**src/rtl/shift_cmd_seq.sv**
```systemverilog
// shift_cmd_seq: FIFO-buffered command sequencer for a combinational barrel shifter.
// Issues one command at a time on registered sh_* outputs and returns each sampled result on valid/ready.
module shift_cmd_seq #(
  parameter int DEPTH  = 4,
  parameter int SETTLE = 1
) (
  input  logic       clk_i,
  input  logic       rst_i,
  input  logic       cmd_valid_i,
  output logic       cmd_ready_o,
  input  logic [7:0] cmd_din_i,
  input  logic [2:0] cmd_shamt_i,
  input  logic       cmd_l_or_r_i,
  input  logic       cmd_a_or_l_i,
  output logic [7:0] sh_din_o,
  output logic [2:0] sh_shamt_o,
  output logic       sh_l_or_r_o,
  output logic       sh_a_or_l_o,
  input  logic [7:0] sh_dout_i,
  output logic       res_valid_o,
  input  logic       res_ready_i,
  output logic [7:0] res_data_o,
  output logic       busy_o,
  output logic [7:0] done_cnt_o
);
  // state | meaning
  // IDLE  | waiting for a queued command; pops the FIFO head when one is present
  // WAIT  | sh_* driven, counting down the shifter settle time
  // RESP  | result held on res_* until the consumer accepts it
  typedef enum logic [1:0] {S_IDLE, S_WAIT, S_RESP} state_t;

  localparam int PW = (DEPTH > 1) ? $clog2(DEPTH) : 1;
  localparam int CW = $clog2(DEPTH + 1);
  localparam logic [CW-1:0] DEPTH_C  = CW'(DEPTH);
  localparam logic [3:0]    SETTLE_C = 4'(SETTLE);

  state_t          state_q, state_d;
  logic [PW-1:0]   wr_ptr_q, wr_ptr_d;
  logic [PW-1:0]   rd_ptr_q, rd_ptr_d;
  logic [CW-1:0]   count_q, count_d;
  logic [3:0]      settle_q, settle_d;
  logic [7:0]      sh_din_q, sh_din_d;
  logic [2:0]      sh_shamt_q, sh_shamt_d;
  logic            sh_l_or_r_q, sh_l_or_r_d;
  logic            sh_a_or_l_q, sh_a_or_l_d;
  logic            res_valid_q, res_valid_d;
  logic [7:0]      res_data_q, res_data_d;
  logic [7:0]      done_cnt_q, done_cnt_d;
  logic [12:0]     mem_q [DEPTH];
  logic [12:0]     head;
  logic            push, pop;

  // cmd_ready deliberately ignores a same-cycle pop
  assign cmd_ready_o = (count_q < DEPTH_C);
  assign push        = cmd_valid_i && cmd_ready_o;
  assign pop         = (state_q == S_IDLE) && (count_q != '0);
  assign head        = mem_q[rd_ptr_q];

  always_ff @(posedge clk_i) begin
    if (!rst_i && push) mem_q[wr_ptr_q] <= {cmd_a_or_l_i, cmd_l_or_r_i, cmd_shamt_i, cmd_din_i};
  end

  always_comb begin
    state_d     = state_q;
    wr_ptr_d    = wr_ptr_q;
    rd_ptr_d    = rd_ptr_q;
    count_d     = count_q;
    settle_d    = settle_q;
    sh_din_d    = sh_din_q;
    sh_shamt_d  = sh_shamt_q;
    sh_l_or_r_d = sh_l_or_r_q;
    sh_a_or_l_d = sh_a_or_l_q;
    res_valid_d = res_valid_q;
    res_data_d  = res_data_q;
    done_cnt_d  = done_cnt_q;

    if (push) wr_ptr_d = wr_ptr_q + 1'b1;
    if (pop)  rd_ptr_d = rd_ptr_q + 1'b1;
    case ({push, pop})
      2'b10:   count_d = count_q + 1'b1;
      2'b01:   count_d = count_q - 1'b1;
      default: count_d = count_q;
    endcase

    case (state_q)
      S_IDLE: begin
        if (pop) begin
          sh_din_d    = head[7:0];
          sh_shamt_d  = head[10:8];
          sh_l_or_r_d = head[11];
          sh_a_or_l_d = head[12];
          settle_d    = SETTLE_C;
          state_d     = S_WAIT;
        end
      end
      S_WAIT: begin
        settle_d = settle_q - 1'b1;
        if (settle_q == 4'd1) begin
          res_data_d  = sh_dout_i;
          res_valid_d = 1'b1;
          state_d     = S_RESP;
        end
      end
      S_RESP: begin
        if (res_valid_q && res_ready_i) begin
          res_valid_d = 1'b0;
          done_cnt_d  = done_cnt_q + 8'd1;
          state_d     = S_IDLE;
        end
      end
      default: state_d = S_IDLE;
    endcase
  end

  always_ff @(posedge clk_i) begin
    if (rst_i) begin
      state_q     <= S_IDLE;
      wr_ptr_q    <= '0;
      rd_ptr_q    <= '0;
      count_q     <= '0;
      settle_q    <= '0;
      sh_din_q    <= '0;
      sh_shamt_q  <= '0;
      sh_l_or_r_q <= 1'b0;
      sh_a_or_l_q <= 1'b0;
      res_valid_q <= 1'b0;
      res_data_q  <= '0;
      done_cnt_q  <= '0;
    end else begin
      state_q     <= state_d;
      wr_ptr_q    <= wr_ptr_d;
      rd_ptr_q    <= rd_ptr_d;
      count_q     <= count_d;
      settle_q    <= settle_d;
      sh_din_q    <= sh_din_d;
      sh_shamt_q  <= sh_shamt_d;
      sh_l_or_r_q <= sh_l_or_r_d;
      sh_a_or_l_q <= sh_a_or_l_d;
      res_valid_q <= res_valid_d;
      res_data_q  <= res_data_d;
      done_cnt_q  <= done_cnt_d;
    end
  end

  assign sh_din_o    = sh_din_q;
  assign sh_shamt_o  = sh_shamt_q;
  assign sh_l_or_r_o = sh_l_or_r_q;
  assign sh_a_or_l_o = sh_a_or_l_q;
  assign res_valid_o = res_valid_q;
  assign res_data_o  = res_data_q;
  assign done_cnt_o  = done_cnt_q;
  assign busy_o      = (state_q != S_IDLE) || (count_q != '0);
endmodule
```
**config.mk**
```make
export PLATFORM = sky130hd
export DESIGN_NAME = shift_cmd_seq
export DESIGN_NICKNAME = d
export VERILOG_FILES = /design/src/rtl/shift_cmd_seq.sv
export SDC_FILE = /design/constraint.sdc
export NUM_CORES = 1
export LEC_CHECK = 0
export BUFFER_PORTS_ARGS = -buffer_cell sky130_fd_sc_hd__buf_2
export CORE_MARGIN = 10
export CORE_UTILIZATION = 35
export DETAILED_ROUTE_END_ITERATION = 8
export GPL_TIMING_DRIVEN = 1
export PLACE_DENSITY_LB_ADDON = 0.15
export RECOVER_POWER = 100
export SKIP_CTS_REPAIR_TIMING = 1
export SLEW_MARGIN = 25
export SYNTH_ARGS = -nofsm -noshare
export SYNTH_HDL_FRONTEND = slang
export SYNTH_SLANG_ARGS = --single-unit
export TNS_END_PERCENT = 100
```
**constraint.sdc**
```tcl
create_clock -name clk_i -period 2.91 [get_ports clk_i]
set_clock_uncertainty 0.1 [all_clocks]
set_input_delay 0.291 -clock clk_i [delete_from_list [all_inputs] [get_ports clk_i]]
set_output_delay 0.291 -clock clk_i [all_outputs]
set_load 0.03 [all_outputs]
```
==> results of run 1 <==
-- worst paths after layout --
kind | to | slack (ps) | cells past startpoint
worst max-delay path | count_q[2] | 680 | 8
worst min-delay path | res_data_o[7] | 80 | 3
worst max register to register | count_q[2] | 680 | 8
worst min register to register | res_data_o[6] | 380 | 2
-- synth_stat cells --
master     n
mux2i_1    1
xnor2_1    1
mux2_2     1
nor2_1    12
ha_1       8
a311oi_1   1
nand4_1    1
nand3_1   22
nor3_2     1
xor2_1     4
and2_1     4
buf_2      5
nand2_1    8
o211ai_1   1
dfxtp_1   43
o21a_1     2
nand2b_1   2
nor4_4     1
a211oi_1   1
edfxtp_1  52
buf_1      2
buf_4      1
mux4_2    13
a22oi_1    1
or2_1      1
nand4b_4   1
clkbuf_1   7
clkbuf_2   1
nor2b_1    2
inv_1     13
or4_1      4
or3_1      4
nand3b_1   2
o31ai_1    4
fa_1       1
o21ai_0   25
a31o_2     1
a21oi_1   35
or3b_2     1
buf_6      2
nor3_1     2
nor3b_2    1
and2b_2    1
-- registers in the layout (all words and copies together) (netlist names) --
signal and count:
mem_q 52, done_cnt_o 8, res_data_o 8, sh_din_o 8, settle_q 4, count_q 3, sh_shamt_o 3, rd_ptr_q 2
state_q 2, wr_ptr_q 2, res_valid_o 1, sh_a_or_l_o 1, sh_l_or_r_o 1
-- worst max-delay path, delay by kind of cell, from the launching register on --
family | cells | cell delay (ps)
xor+xnor | 1 | 160
fa+ha+maj | 2 | 590
buf+inv | 1 | 60
flops | 1 | 360
compound gates | 1 | 140
simple gates | 3 | 760
-- layout by cell type (no fill, tap or decap), types with 8 or more instances in the layout --
cell type	count
nand3_1	22
nor2_1	12
clkbuf_1	51
nand2_1	8
o21ai_0	25
buf_2	11
dfxtp_1	43
mux4_2	13
edfxtp_1	52
a21oi_1	35
inv_1	13
clkbuf_8	9
ha_1	8
-- per-layer routing --
| metal | vias up | wire [um] |
|---|---|---|
| met4 | 0 | 119 |
| li1 | 1214 | - |
| met3 | 8 | 282 |
| met1 | 1206 | 3850 |
| met5 | - | 0 |
| met2 | 56 | 3840 |
-- report_power, final --
group | total, mW | internal [mW] | switching, mW
Sequential | 1.74 | 1.61 | 0.135
Combinational | 1.24 | 0.414 | 0.821
Clock | 0.876 | 0.405 | 0.470
-- logic make-up (layout without fill, tap and decap cells) --
| logic type | count (synthesis) | count (layout) | share of synthesized area (%) |
|---|---|---|---|
| AO/OA/AOI/OAI | 71 | 71 | 10.0 |
| XOR/XNOR | 5 | 5 | 1.14 |
| multiplexers | 15 | 15 | 8.18 |
| flip-flops | 95 | 95 | 63.1 |
| buffers and inverters | 31 | 93 | 3.71 |
| adder cells (fa/ha/maj) | 9 | 9 | 3.13 |
| AND/OR/NAND/NOR | 70 | 70 | 10.7 |
-- final cells by class --
class,instances,area (um^2)
clock buffer,10,128
clock inverter,5,66.3
fill,1056,6440
inverter,13,48.8
multi-input combinational,170,1240
sequential,95,2420
tap,140,175
timing repair buffer,65,273
-- through the flow --
step                instances  instance area [um^2]  total power, mW  worst slack, ps
finish                    498                  4350             3.85              678
global placement          483                  4270             3.07              712
floorplan                 296                  3840             2.71              720
global route              498                  4350             4.13              494
CTS                       498                  4460             3.98              643
detailed placement        483                  4270             3.09              672
==> metrics, run 1 <==
type of destination of the critical path=register; Sink Count=95; Clock Pin Slew Worst Setup and Hold Paths=90 ps; DRC=0; final hold violations=0; largest net degree at the start of global routing=46; total grt overflow=0; Final HPWL DP=5440 um; fin util=40.3%; GRT Total Usage=10.4%; Leak=1.40 nW; Max Clock Freq=448 MHz; Worst VDD drop=0.300 mV; Vias=2484; Total Nets Final=388; Clock Latency Late Sink=360 ps; FF-to-FF Start=state_q[0]; Tightest Pin Transition=1070 ps; syn nets=330; # IOs=57; CTS H-tree lvls=3; initial antenna violation count=0; hold slack=79.3 ps; Setup TNS Final=0 ps; CTS tree=done; CP arrival=2420 ps; met2 Usage GRT=16.4%; proportion of layout cells with a drive suffix above 1=13.1%; initial drt markers=100; Antenna diodes=0; Hold/Removal Path Class=input pin to register; Mapped Cells=296; final WL=8100 um; sequential fraction of the synthesis area=63.1%; Setup CP Type=register to register; Worst Min Path Start=sh_dout_i[7]; minimum clock period=2230 ps; Layout area overhead=13.4%; Port Buf Inserts=56; Ys Warns=0; drt wl/cell=16.3 um; Initial Utilization=35.6%; ANT nets after route=0; slowest stage delay, CP=370 ps; worst setup path start=state_q[0]; first-pass GRT wire length=13300 um; TritonCTS buffer count=9; M1 GR Usage=13.3%; total of max-cap violations=0; vias in the first global route=2533; Netlist cell types=43; core box area=10800 um^2; detailed-router iteration count before antenna repair=4; max-slew violations=0; chip width=125 um; GR peak layer=met2; status=finished, final reports clean; worst-path cell chain=or2_0 > nor2_1 > ha_1 > inv_1 > fa_1 > xor2_1 > or3_1 > a21oi_1; critical path startpoint category=register; cell area after synthesis=3840 um^2; CTS root buf=clkbuf_8; Vias per Instance=4.99; Syn Area/Cell=13.0 um^2; Die Ht=125 um; CTS Buffer Depth=2; CP Data Required Time=3100 ps; CP Max Fanout=7; top cells by area, synth=edfxtp_1 (41%), dfxtp_1 (22%), mux4_2 (7.6%); synthesized flop and latch total=95; Setup-failing EPs final=0; slowest CP cell=fa_1; RSZ-0062 raised after global routing=no; GR Util met3=2.43%; dominant cell type by area after synthesis=edfxtp_1; Die ar.=15600 um^2; routability cong.=0.679; Synth top area share=40.7%; relative slew slack=28.3%; PD cells=885 nW/um^2; final period utilization=76.7%; row cnt=38
(Power assumes the default switching activity.)
==> inputs of run 2 (changes only) <==
--- a/config.mk
+++ b/config.mk
@@ -5,6 +5,7 @@
 export SDC_FILE = /design/constraint.sdc
 export NUM_CORES = 1
 export LEC_CHECK = 0
+export ABC_AREA = 1
 export BUFFER_PORTS_ARGS = -buffer_cell sky130_fd_sc_hd__buf_2
 export CORE_MARGIN = 10
 export CORE_UTILIZATION = 35
==> constraint.sdc (replaced) <==
create_clock -name clk_i -period 1.85 [get_ports clk_i]
set_clock_uncertainty 0.1 [all_clocks]
set_input_delay 0.185 -clock clk_i [delete_from_list [all_inputs] [get_ports clk_i]]
set_output_delay 0.185 -clock clk_i [all_outputs]
set_load 0.03 [all_outputs]
==> run 2 against run 1 <==
  * Global-route usage increased by 0.38 points
  * Setup slack got worse by 600 ps
  * Sequential share of layout area decreased by 4.8 points
  * Power increased by 69%
  * Maximum frequency increased by 26%
  * Sequential cell count unchanged
  * Non-clock buffer count increased by 27
  * Sequential power increased by 56%
  * Via count increased by 17%
==> metrics, run 2 <==
chip width=126 um (+0.76%); Mapped Cells=403 (+36%); sequential fraction of the synthesis area=61.9% (-1.1 points); Design Power=6.51 mW (+69%); Setup TNS Final=0 ps (unchanged); DRC=0 (unchanged); drt wl/cell=13.5 um (-17%); Vias per Instance=4.57 (-8.4%); Worst VDD drop=0.888 mV (+200%); number of flip-flops in the largest register=52 (unchanged); multiplexer share of the synthesized area=0% (-8.2 points); hold slack=10.3 ps (-68.9 ps); initial antenna violation count=0 (unchanged); Die ar.=15800 um^2 (+1.5%); CTS root buf=clkbuf_8; post-synthesis compound-gate area fraction=10.5% (+0.49 points); CTS H-tree lvls=3 (unchanged); detailed-router iteration count before antenna repair=4 (unchanged); Post-Synth Simple-Gate Area=17.3% (+6.6 points); GRT Total Usage=10.8% (+0.38 points); cell area after synthesis=3910 um^2 (+1.8%); minimum clock period=1780 ps (-455 ps); dominant cell type by area after synthesis=edfxtp_1; core box area=10900 um^2 (+0.88%); max-slew violations=0 (unchanged); largest family of logic cells by synthesized area=simple AND/OR/NAND/NOR gates; Tightest Pin Transition=533 ps (-540 ps); Syn Area/Cell=9.71 um^2 (-25%); most flop-heavy register=mem_q; final hold violations=0 (unchanged); RSZ-0062 raised after global routing=no; slack of the critical path=73.1 ps (-605 ps); CP Max Fanout=3 (-4); most frequent cell after synthesis=nor2_1; Synth top area share=39.9% (-0.73 points); CTS tree=done; Setup CP Type=register to register; Max Clock Freq=563 MHz (+26%); # IOs=57 (unchanged); syn nets=437 (+32%); Post-Synth Adder-Cell Area=3.07% (-0.056 points); Hold Path Stages=2 (-1); most common cell after layout, fill and taps aside=nor2_1; Leak=1.90 nW (+35%); number of synthesized flops with an enable pin=52 (unchanged); type of destination of the critical path=register; Sink Count=95 (unchanged); CP arrival=1970 ps (-450 ps); routability cong.=0.763 (+12%); Cells after DPL=596 (+23%); critical path startpoint category=register; TritonCTS buffer count=9 (unchanged); Top FF cell, synth=edfxtp_1; final non-filler cell total=635 (+28%); CP Data Required Time=2040 ps (-1060 ps); top cells by area, synth=edfxtp_1 (40%), dfxtp_1 (22%), nor2_1 (8.1%); total of max-cap violations=0 (unchanged); Antenna diodes=0 (unchanged); final instance area=4780 um^2 (+9.8%); Die Ht=126 um (+0.76%); total grt overflow=0 (unchanged); PD cells=1360 nW/um^2 (+54%); xor/xnor share of the synthesized area=0% (-1.1 points); CTS Buffer Depth=2 (unchanged); ANT nets after route=0 (unchanged); Hold/Removal Path Class=input pin to register; Layout area overhead=22.3%; Final HPWL DP=5500 um (+1.1%); placement-stage cell area=4400 um^2 (+3.0%); final period utilization=96.1% (+19 points); synthesized flop and latch total=95 (unchanged); Setup-failing EPs final=0 (unchanged); Total Nets Final=524 (+35%); initial drt markers=153 (+53%); Vias=2900 (+17%); final WL=8560 um (+5.7%); status=finished, final reports clean; largest net degree at the start of global routing=37 (-20%); first-pass GRT wire length=13900 um (+4.5%); Port Buf Inserts=56 (unchanged); relative slew slack=64.5% (+36 points); Clock Latency Late Sink=360 ps (about the same); Place WS=76.4 ps (-596 ps); vias in the first global route=2755 (+8.8%); most frequent cells in the layout=nor2_1 (85), edfxtp_1 (52), nand2_1 (48); Netlist cell types=29 (-33%); Initial Utilization=35.9% (+0.33 points); Clock Pin Slew Worst Setup and Hold Paths=90 ps (about the same); most common library cells after synthesis=nor2_1 (84), edfxtp_1 (52), nand2_1 (48); row cnt=38 (unchanged); proportion of layout cells with a drive suffix above 1=15.2% (+2.0 points); Ys Warns=0 (unchanged); R2R depth=10 (+2); ys async rst share=0% (unchanged); fin util=43.9% (+3.6 points)
## run 2: kinds of logic after synthesis
| group | Yosys count |
|---|---|
| fa+ha+maj | 9 |
| simple gates | 158 |
| buf+inv | 63 |
| compound gates | 78 |
| flops | 95 |
## run 2: power breakdown
group          leakage (nW)  switching, mW  internal, mW
registers             0.826          0.163          2.54
clock network        0.0994          0.751         0.647
logic                 0.973           1.62         0.791
## run 2: area by class of cell
cell class	count	area [um^2]
Sequential cell	95	2430
Timing Repair Buffer	92	554
Clock inverter	6	75.1
Fill cell	1051	6110
Inverter	47	184
Tap cell	140	175
Clock buffer	10	128
Multi-Input combinational cell	245	1240
## run 2: critical path, stage by stage, from the launching register on
cell	delay, ps
dfxtp_2	340
nor2_4	110
nand2_2	70
inv_2	70
ha_4	130
inv_4	40
fa_2	390
or2_4	240
nand2_2	70
o21ai_2	50
a21oi_1	110
## run 2: final timing paths
kind                                   from  slack (ps)          end
worst max-delay path             state_q[0]          70   count_q[2]
worst min-delay path                  rst_i          10   state_q[0]
worst max register to register   state_q[0]          70   count_q[2]
worst min register to register  settle_q[1]         380  settle_q[1]
## run 2: routing by layer
layer / GRT usage, % / vias to the layer above / part of all wire [%]
li1: - / 1501 / -
met1: 13.4 / 1312 / 47
met2: 17.3 / 83 / 46
met3: 4.28 / 4 / 6.3
met4: 2.51 / 0 / 0.71
met5: 0 / - / 0
